[src/rtl/mem_port_arb_if.sv]
// Handshake bundle between the two pipeline requesters, the memory port and
// the memory-port arbiter.
interface mem_port_arb_if;
  logic req0;
  logic req1;
  logic mem_ready;
  logic sel;
  logic mem_req;
  logic done0;
  logic done1;
  logic stall0;
  logic stall1;

  // Requesters and memory drive requests/ready and observe grants.
  modport master (
    output req0, req1, mem_ready,
    input  sel, mem_req, done0, done1, stall0, stall1
  );

  // Arbiter side.
  modport slave (
    input  req0, req1, mem_ready,
    output sel, mem_req, done0, done1, stall0, stall1
  );
endinterface

[src/rtl/mem_port_arb.sv]
// Two-requester arbiter for the unified memory port: data (req1) has
// priority, fetch (req0) is guaranteed a grant after STARVE_LIMIT
// consecutive data grants made while it waits.
module mem_port_arb #(
  parameter int unsigned STARVE_LIMIT = 4,
  parameter int unsigned CNT_W        = 3
) (
  input  logic            clk,
  input  logic            rst,
  mem_port_arb_if.slave   bus
);

  typedef enum logic [1:0] {
    IDLE  = 2'd0,
    BUSY0 = 2'd1,
    BUSY1 = 2'd2
  } state_t;

  localparam logic [CNT_W-1:0] LIMIT = CNT_W'(STARVE_LIMIT);

  state_t           state_q, state_d;
  logic             sel_q, sel_d;
  logic [CNT_W-1:0] starve_cnt_q, starve_cnt_d;

  // State, mux select and starvation counter registers.
  always_ff @(posedge clk or posedge rst) begin
    if (rst) begin
      state_q      <= IDLE;
      sel_q        <= 1'b0;
      starve_cnt_q <= '0;
    end else begin
      state_q      <= state_d;
      sel_q        <= sel_d;
      starve_cnt_q <= starve_cnt_d;
    end
  end

  // Next-state: arbitrate in IDLE, hold the grant until mem_ready.
  always_comb begin
    state_d      = state_q;
    sel_d        = sel_q;
    starve_cnt_d = starve_cnt_q;
    unique case (state_q)
      IDLE: begin
        if (!bus.req0) begin
          starve_cnt_d = '0;
        end
        if (bus.req1 && !(bus.req0 && starve_cnt_q == LIMIT)) begin
          state_d = BUSY1;
          sel_d   = 1'b1;
        end else if (bus.req0) begin
          state_d      = BUSY0;
          sel_d        = 1'b0;
          starve_cnt_d = '0;
        end
      end
      BUSY0: begin
        if (bus.mem_ready) begin
          state_d = IDLE;
        end
      end
      BUSY1: begin
        if (bus.mem_ready) begin
          state_d = IDLE;
          if (bus.req0 && starve_cnt_q != LIMIT) begin
            starve_cnt_d = starve_cnt_q + 1'b1;
          end
        end
      end
      default: begin
        state_d = IDLE;
      end
    endcase
  end

  // Outputs: mem_req/sel come straight from registers; done/stall are
  // combinational so completion is visible in the mem_ready cycle.
  always_comb begin
    bus.sel     = sel_q;
    bus.mem_req = (state_q != IDLE);
    bus.done0   = (state_q == BUSY0) && bus.mem_ready;
    bus.done1   = (state_q == BUSY1) && bus.mem_ready;
    bus.stall0  = bus.req0 && !((state_q == BUSY0) && bus.mem_ready);
    bus.stall1  = bus.req1 && !((state_q == BUSY1) && bus.mem_ready);
  end

endmodule

[src/flat_wrapper.sv]
// flat-port wrapper written by rule: the top's interface ports become plain ports
module mem_port_arb_flat 
#(
  parameter int unsigned STARVE_LIMIT = 4,
  parameter int unsigned CNT_W        = 3
)
  (clk, rst, bus_req0, bus_req1, bus_mem_ready, bus_sel, bus_mem_req, bus_done0, bus_done1, bus_stall0, bus_stall1);
  mem_port_arb_if bus_i ();
  input  logic clk;
  input  logic rst;
  input wire logic [$bits(bus_i.req0)-1:0] bus_req0;
  input wire logic [$bits(bus_i.req1)-1:0] bus_req1;
  input wire logic [$bits(bus_i.mem_ready)-1:0] bus_mem_ready;
  output wire logic [$bits(bus_i.sel)-1:0] bus_sel;
  output wire logic [$bits(bus_i.mem_req)-1:0] bus_mem_req;
  output wire logic [$bits(bus_i.done0)-1:0] bus_done0;
  output wire logic [$bits(bus_i.done1)-1:0] bus_done1;
  output wire logic [$bits(bus_i.stall0)-1:0] bus_stall0;
  output wire logic [$bits(bus_i.stall1)-1:0] bus_stall1;
  assign bus_i.req0 = bus_req0;
  assign bus_i.req1 = bus_req1;
  assign bus_i.mem_ready = bus_mem_ready;
  assign bus_sel = bus_i.sel;
  assign bus_mem_req = bus_i.mem_req;
  assign bus_done0 = bus_i.done0;
  assign bus_done1 = bus_i.done1;
  assign bus_stall0 = bus_i.stall0;
  assign bus_stall1 = bus_i.stall1;
  mem_port_arb #(.STARVE_LIMIT(STARVE_LIMIT), .CNT_W(CNT_W)) u_core (.clk(clk), .rst(rst), .bus(bus_i));
endmodule
[config.mk]
export PLATFORM = sky130hd
export DESIGN_NAME = mem_port_arb_flat
export DESIGN_NICKNAME = d
export VERILOG_FILES = /design/src/rtl/mem_port_arb_if.sv /design/src/rtl/mem_port_arb.sv /design/src/flat_wrapper.sv
export SDC_FILE = /design/constraint.sdc
export NUM_CORES = 1
export LEC_CHECK = 0
export ABC_AREA = 1
export BUFFER_PORTS_ARGS = -buffer_cell sky130_fd_sc_hd__buf_4
export CAP_MARGIN = 20
export CORE_AREA = 2 2 39 41
export CTS_CLUSTER_DIAMETER = 60
export DETAILED_ROUTE_END_ITERATION = 8
export DIE_AREA = 0 0 41 43
export GPL_ROUTABILITY_DRIVEN = 0
export PLACE_DENSITY = 0.62
export SETUP_SLACK_MARGIN = 0.15
export SYNTH_ARGS = -nofsm -noshare
export SYNTH_HDL_FRONTEND = slang
export SYNTH_SLANG_ARGS = --single-unit
export TNS_END_PERCENT = 10
[constraint.sdc]
create_clock -name clk -period 1.1 [get_ports clk]
set_input_delay 0.22 -clock clk [delete_from_list [all_inputs] [get_ports clk]]
set_output_delay 0.22 -clock clk [all_outputs]
set_load 0.02 [all_outputs]
==> results of run 1 <==
## synthesized netlist by cell type (all sizes together)
| cell | n |
|---|---|
| nand3 | 7 |
| nand2 | 17 |
| inv | 13 |
| dfrtp | 6 |
| nand4 | 1 |
| ha | 5 |
| a21oi | 2 |
| o21ai | 4 |
| nor2 | 8 |
## power breakdown
group	total, mW	switching (mW)	internal (mW)
clock	0.192	0.0696	0.123
sequential	0.340	0.0485	0.291
combinational	0.869	0.458	0.412
## flip-flops by register name (all words and copies together) (netlist names)
register,cells
u_core.bus.sel,1
u_core.starve_cnt_q,3
u_core.state_q,2
## kinds of logic after synthesis
logic type | after synthesis
AOI/OAI and AO/OA | 6
adders and majority gates | 5
buffers and inverters | 13
DFF | 6
and+or+nand+nor | 33
## cell type report
type                       count  area (um^2)  share of cell area [%]
clock buffer                   3         22.5                    3.39
inverter                      13         48.8                    7.34
multi-input combinational     44          267                    40.1
sequential                     6          150                    22.6
tap                           16         20.0                    3.01
timing repair buffer          20          156                    23.5
## worst max-delay path: stages, from the launching register on
cell and delay, ps:
dfrtp_1 400, inv_2 70, ha_2 180, inv_2 50
buf_4 120, buf_4 140
## stage by stage
step / cells / worst slack (ps) / TNS, ps / utilization (%) / hold WS [ps]
finish: 102 / -320 / -1990 / 48.0 / 299
global route: 102 / -388 / -2900 / 48.0 / 309
CTS: 102 / -331 / -2120 / 46.8 / 284
detailed placement: 96 / -151 / -915 / 43.0 / 158
floorplan: 63 / -76.3 / -352 / - / 11.0
global placement: 96 / -108 / -609 / 43.0 / 157
## per-layer routing
layer / part of all wire (%) / vias up
met5: 0 / -
met4: 0.87 / 0
met3: 5.9 / 2
met2: 46 / 10
met1: 47 / 181
li1: - / 241
## path summary, 6_finish.rpt
kind | from | end | cells past startpoint
setup / recovery | u_core.state_q[0] | bus_mem_req | 5
setup reg to reg | u_core.state_q[0] | u_core.starve_cnt_q[2] | 8
max in group asynchronous | rst | u_core.state_q[0] | 3
min in group asynchronous | rst | u_core.starve_cnt_q[0] | 3
hold / removal | bus_req0 | u_core.starve_cnt_q[0] | 3
hold reg to reg | u_core.bus.sel | u_core.bus.sel | 2
## what timing repair did
action	4_1_cts	5_1_grt
hold buffers	1	0
resized for setup	4	5
pin swaps	1	0
endpoints found under the hold margin	6	0
setup buffers	2	0
setup endpoints to repair	12	12
==> results.yml, run 1 <==
floorplanning:
  ios: 11
  fp-row-count: 14
  die-area_um2: 1760
  die_x_um: 41
  die_h_um: 43
  coreArea_um2: 1380
  start_util_pct: 31.5
placed_design:
  port_buffers: 10
  postPlaceCellArea_um2: 596
  hpwlAfterDp_um: 779
clock_network:
  cts_tree: "yes"
  h-tree-depth: 1
  clk_latency_ps: 240
  path_clk_slew_ps: 40
  root_buffer: "clkbuf_4"
  cts-buffers-inserted: 3
  clk_path_buf_depth: 2
  cts_sinks: 6
outcome:
  violations: "setup timing"
  status: "complete, but fails checks"
logic_synthesis:
  synth_cell_types: 13
  synthCells: 63
  yosys.area_share.simple_pct: 32.2
  synth_compound_area_share_pct: 7.76
  syn_avg_cell_area_um2: 6.91
  synth_area_um2: 435
  synth_top_family_by_area: "simple AND/OR/NAND/NOR gates"
  synth_largest_area_cell: "dfrtp_1"
  synthXorXnorAreaFrac_pct: 0
  synth_warnings: 0
  synth_top_area_share_pct: 34.5
  ys_seq_area_share_pct: 34.5
  yosys.area_share.adder_pct: 14.4
  ys_seq_elements: 6
  syn_nets: 73
  synth_area_leaders: "dfrtp_1, ha_1, nand2_1"
  synthMuxAreaShare_pct: 0
layout:
  fillers: 137
  drive_gt1_share_pct: 43.0
  n_antenna_cell: 0
  layout_common_cells: "buf_4, nand2_1, inv_1"
  design_area_um2: 664
  final_common_cell: "buf_4"
  nNetsFinal: 98
  area_delta_synth_final_pct: 52.6
worst_setup_path:
  arrival_ps: 1200
  start_kind: "register"
  endpoint_kind: "output pin"
  crit_fanout: 3
  r2r_slack_ps: -200
  crit_type: "register to output pin"
  cp.required_ps: 880
timing:
  setup_viol: 10
  finalCritPeriodShare_pct: 129
  tightest_slew_ps: 231
  finalWorstSetupSlack_ps: -320
  clock_skew_ps: 2.21
  hold_viol_final: 0
  fmax_mhz: 704
  rsz0062_at_grt: "yes"
  slew_viol_final: 0
  maxSlewHeadroom_pct: 84.6
  final.min_clock_period_ps: 1420
global_routing:
  grt_antenna_before_repair: 0
  grt_pass1_vias: 375
  grt_pass1_wl_mm: 1.50
  grt-ovfl-total: 0
  use_met3_pct: 3.66
  grt_util_met1_pct: 17.5
  grtUsageMet2_pct: 17.5
  track_usage_pct: 13.3
  grt.busiest_layer: "met1"
  grt_max_degree: 7
drt:
  drt_iter0_markers: 4
  drc_errors: 0
  num_vias: 434
  detail_route.first_pass.iterations: 4
  via_per_inst: 4.25
  wl_um: 922
  wl_per_cell_um: 9.04
  ant_nets: 0
power_and_ir_drop:
  p_leak_nw: 0.373
  vdd.ir_drop.worst_mv: 0.856
  report.power.total_mw: 1.40
  powerDensity_nw_per_um2: 2110
worst_hold_path:
  min_path_type: "input port to register"
flow_run:
  maxCapViolCount: 0
Power figures use the tool's default switching activity.
==> run 2, diff against run 1 <==
--- a/config.mk
+++ b/config.mk
@@ -8,12 +8,12 @@
 export ABC_AREA = 1
 export BUFFER_PORTS_ARGS = -buffer_cell sky130_fd_sc_hd__buf_4
 export CAP_MARGIN = 20
-export CORE_AREA = 2 2 39 41
+export CORE_MARGIN = 1.5
+export CORE_UTILIZATION = 30
 export CTS_CLUSTER_DIAMETER = 60
 export DETAILED_ROUTE_END_ITERATION = 8
-export DIE_AREA = 0 0 41 43
 export GPL_ROUTABILITY_DRIVEN = 0
-export PLACE_DENSITY = 0.62
+export PLACE_DENSITY = 0.56
 export SETUP_SLACK_MARGIN = 0.15
 export SYNTH_ARGS = -nofsm -noshare
 export SYNTH_HDL_FRONTEND = slang
==> constraint.sdc (replaced) <==
create_clock -name clk -period 1.39 [get_ports clk]
set_input_delay 0.278 -clock clk [delete_from_list [all_inputs] [get_ports clk]]
set_output_delay 0.278 -clock clk [all_outputs]
set_load 0.02 [all_outputs]
==> run 2 against run 1 <==
Net effect:
- the flow still finishes with violations (setup timing)
- clock-buffer cell count stayed put
- cell count is 8.8% lower
- sequential cell count stayed put
- largest power group unchanged
==> results.yml, run 2 (synthesized netlist as in run 1, its figures left out) <==
outcome:
  status: "complete, but fails checks"
  violations: "setup timing"
clock_network:
  root_buffer: "clkbuf_4"
  cts_sinks: 6
  h-tree-depth: 1
  clk_latency_ps: 240
  cts-buffers-inserted: 3
  cts_tree: "yes"
  path_clk_slew_ps: 40
  clk_path_buf_depth: 2
power_and_ir_drop:
  vdd.ir_drop.worst_mv: 0.715
  powerDensity_nw_per_um2: 1650
  report.power.total_mw: 1.05
  p_leak_nw: 0.341
floorplanning:
  start_util_pct: 32.6
  die-area_um2: 1690
  die_x_um: 41.1
  ios: 11
  coreArea_um2: 1330
  fp-row-count: 13
  die_h_um: 41.1
timing:
  tightest_slew_ps: 212
  clock_skew_ps: 2.32
  slew_viol_final: 0
  setup_viol: 4
  maxSlewHeadroom_pct: 85.8
  final.min_clock_period_ps: 1460
  finalSetupTns_ps: -198
  rsz0062_at_grt: "yes"
  fmax_mhz: 683
  finalCritPeriodShare_pct: 105
  finalWorstSetupSlack_ps: -73.5
  hold_viol_final: 0
worst_setup_path:
  endpoint_kind: "output pin"
  crit_fanout: 3
  start_kind: "register"
  r2r_slack_ps: 80
  max_stage_delay_ps: 420
  crit_type: "register to output pin"
  path_cells: "inv_2 -> ha_4 -> nand2_4 -> inv_4 -> nor2_4 -> buf_6"
  cp.required_ps: 1110
  arrival_ps: 1190
  crit_slowest_cell: "dfrtp_1"
global_routing:
  grt_antenna_before_repair: 0
  grt_max_degree: 7
  grt.busiest_layer: "met2"
  use_met3_pct: 1.63
  grtUsageMet2_pct: 19.5
  grt-ovfl-total: 0
  track_usage_pct: 12.2
  grt_pass1_wl_mm: 1.30
  grt_pass1_vias: 329
  grt_util_met1_pct: 14.6
worst_hold_path:
  min_path_type: "input port to register"
placed_design:
  postPlaceCellArea_um2: 539
  port_buffers: 10
  hpwlAfterDp_um: 716
  place_ws_ps: 73.9
layout:
  fillers: 146
  final_common_cell: "nand2_1"
  area_delta_synth_final_pct: 46.0
  n_antenna_cell: 0
  layout_common_cells: "nand2_1, buf_4, inv_1, nand3_1, dfrtp_1"
  design_area_um2: 636
  drive_gt1_share_pct: 41.0
  top_register: "u_core.starve_cnt_q"
  largest_reg_flops: 3
  nNetsFinal: 90
drt:
  via_per_inst: 4.39
  drc_errors: 0
  detail_route.first_pass.iterations: 2
  drt_iter0_markers: 1
  num_vias: 408
  wl_um: 873
  ant_nets: 0
  wl_per_cell_um: 9.39
flow_run:
  maxCapViolCount: 0
## run 2: cell types whose count changed in the layout (fill, tap and decap cells not counted), moves of 2 or more
cell     change
ha_1         -2
nand3_1      +2
buf_6        +2
buf_4       -10
inv_1        -2
ha_4         +2
nand3_2      -2
nand2_1      -2
## run 2: area by class of cell
| cell class | instances | area (um^2) | area share (%) |
|---|---|---|---|
| inverters | 13 | 51.3 | 8.07 |
| clock buffers | 3 | 22.5 | 3.54 |
| multi-input cells | 44 | 289 | 45.5 |
| well taps | 15 | 18.8 | 2.95 |
| repair buffers | 12 | 104 | 16.3 |
| flip-flops and latches | 6 | 150 | 23.6 |
## run 2: worst paths after layout
check | from | end | cells past startpoint
worst max-delay path | u_core.state_q[0] | bus_stall1 | 6
worst min-delay path | bus_req1 | u_core.bus.sel | 3
max in group asynchronous | rst | u_core.bus.sel | 3
worst max register to register | u_core.state_q[0] | u_core.starve_cnt_q[2] | 8
worst min register to register | u_core.bus.sel | u_core.bus.sel | 2
min in group asynchronous | rst | u_core.starve_cnt_q[2] | 3
## run 2: report_power, final
group / leakage [nW] / switching (mW) / internal, mW / total, mW
Clock: 0.0138 / 0.0537 / 0.0970 / 0.151
Combinational: 0.249 / 0.345 / 0.265 / 0.610
Sequential: 0.0788 / 0.0561 / 0.230 / 0.286
Total: 0.341 / 0.455 / 0.592 / 1.05
## run 2: critical path: cells and delay by family (launching register included)
family | cells | cell delay [ps]
buf+inv | 3 | 230
fa+ha+maj | 1 | 170
simple gates | 2 | 130
flops | 1 | 420
## run 2: stage by stage
step / hold WS, ps / cells / utilization, %
after floorplan: 69.0 / 63 / -
after global placement: 206 / 88 / 40.4
after detailed placement: 206 / 88 / 40.4
after CTS: 373 / 93 / 46.7
after global routing: 410 / 93 / 47.7
final: 377 / 93 / 47.7
## run 2: what timing repair did
| item | in CTS | in global routing |
|---|---|---|
| endpoints found under the setup margin | 8 | 10 |
| pin swaps | 5 | 4 |
| resized for setup | 14 | 5 |
| hold buffers | 1 | 0 |
| setup buffers | 1 | 0 |
| endpoints found under the hold margin | 6 | 0 |
## run 2: layer usage
metal / part of all wire, % / wire, um
met5: 0 / 0
met1: 44 / 383
met2: 51 / 443
met3: 4.7 / 41
met4: 0.57 / 5
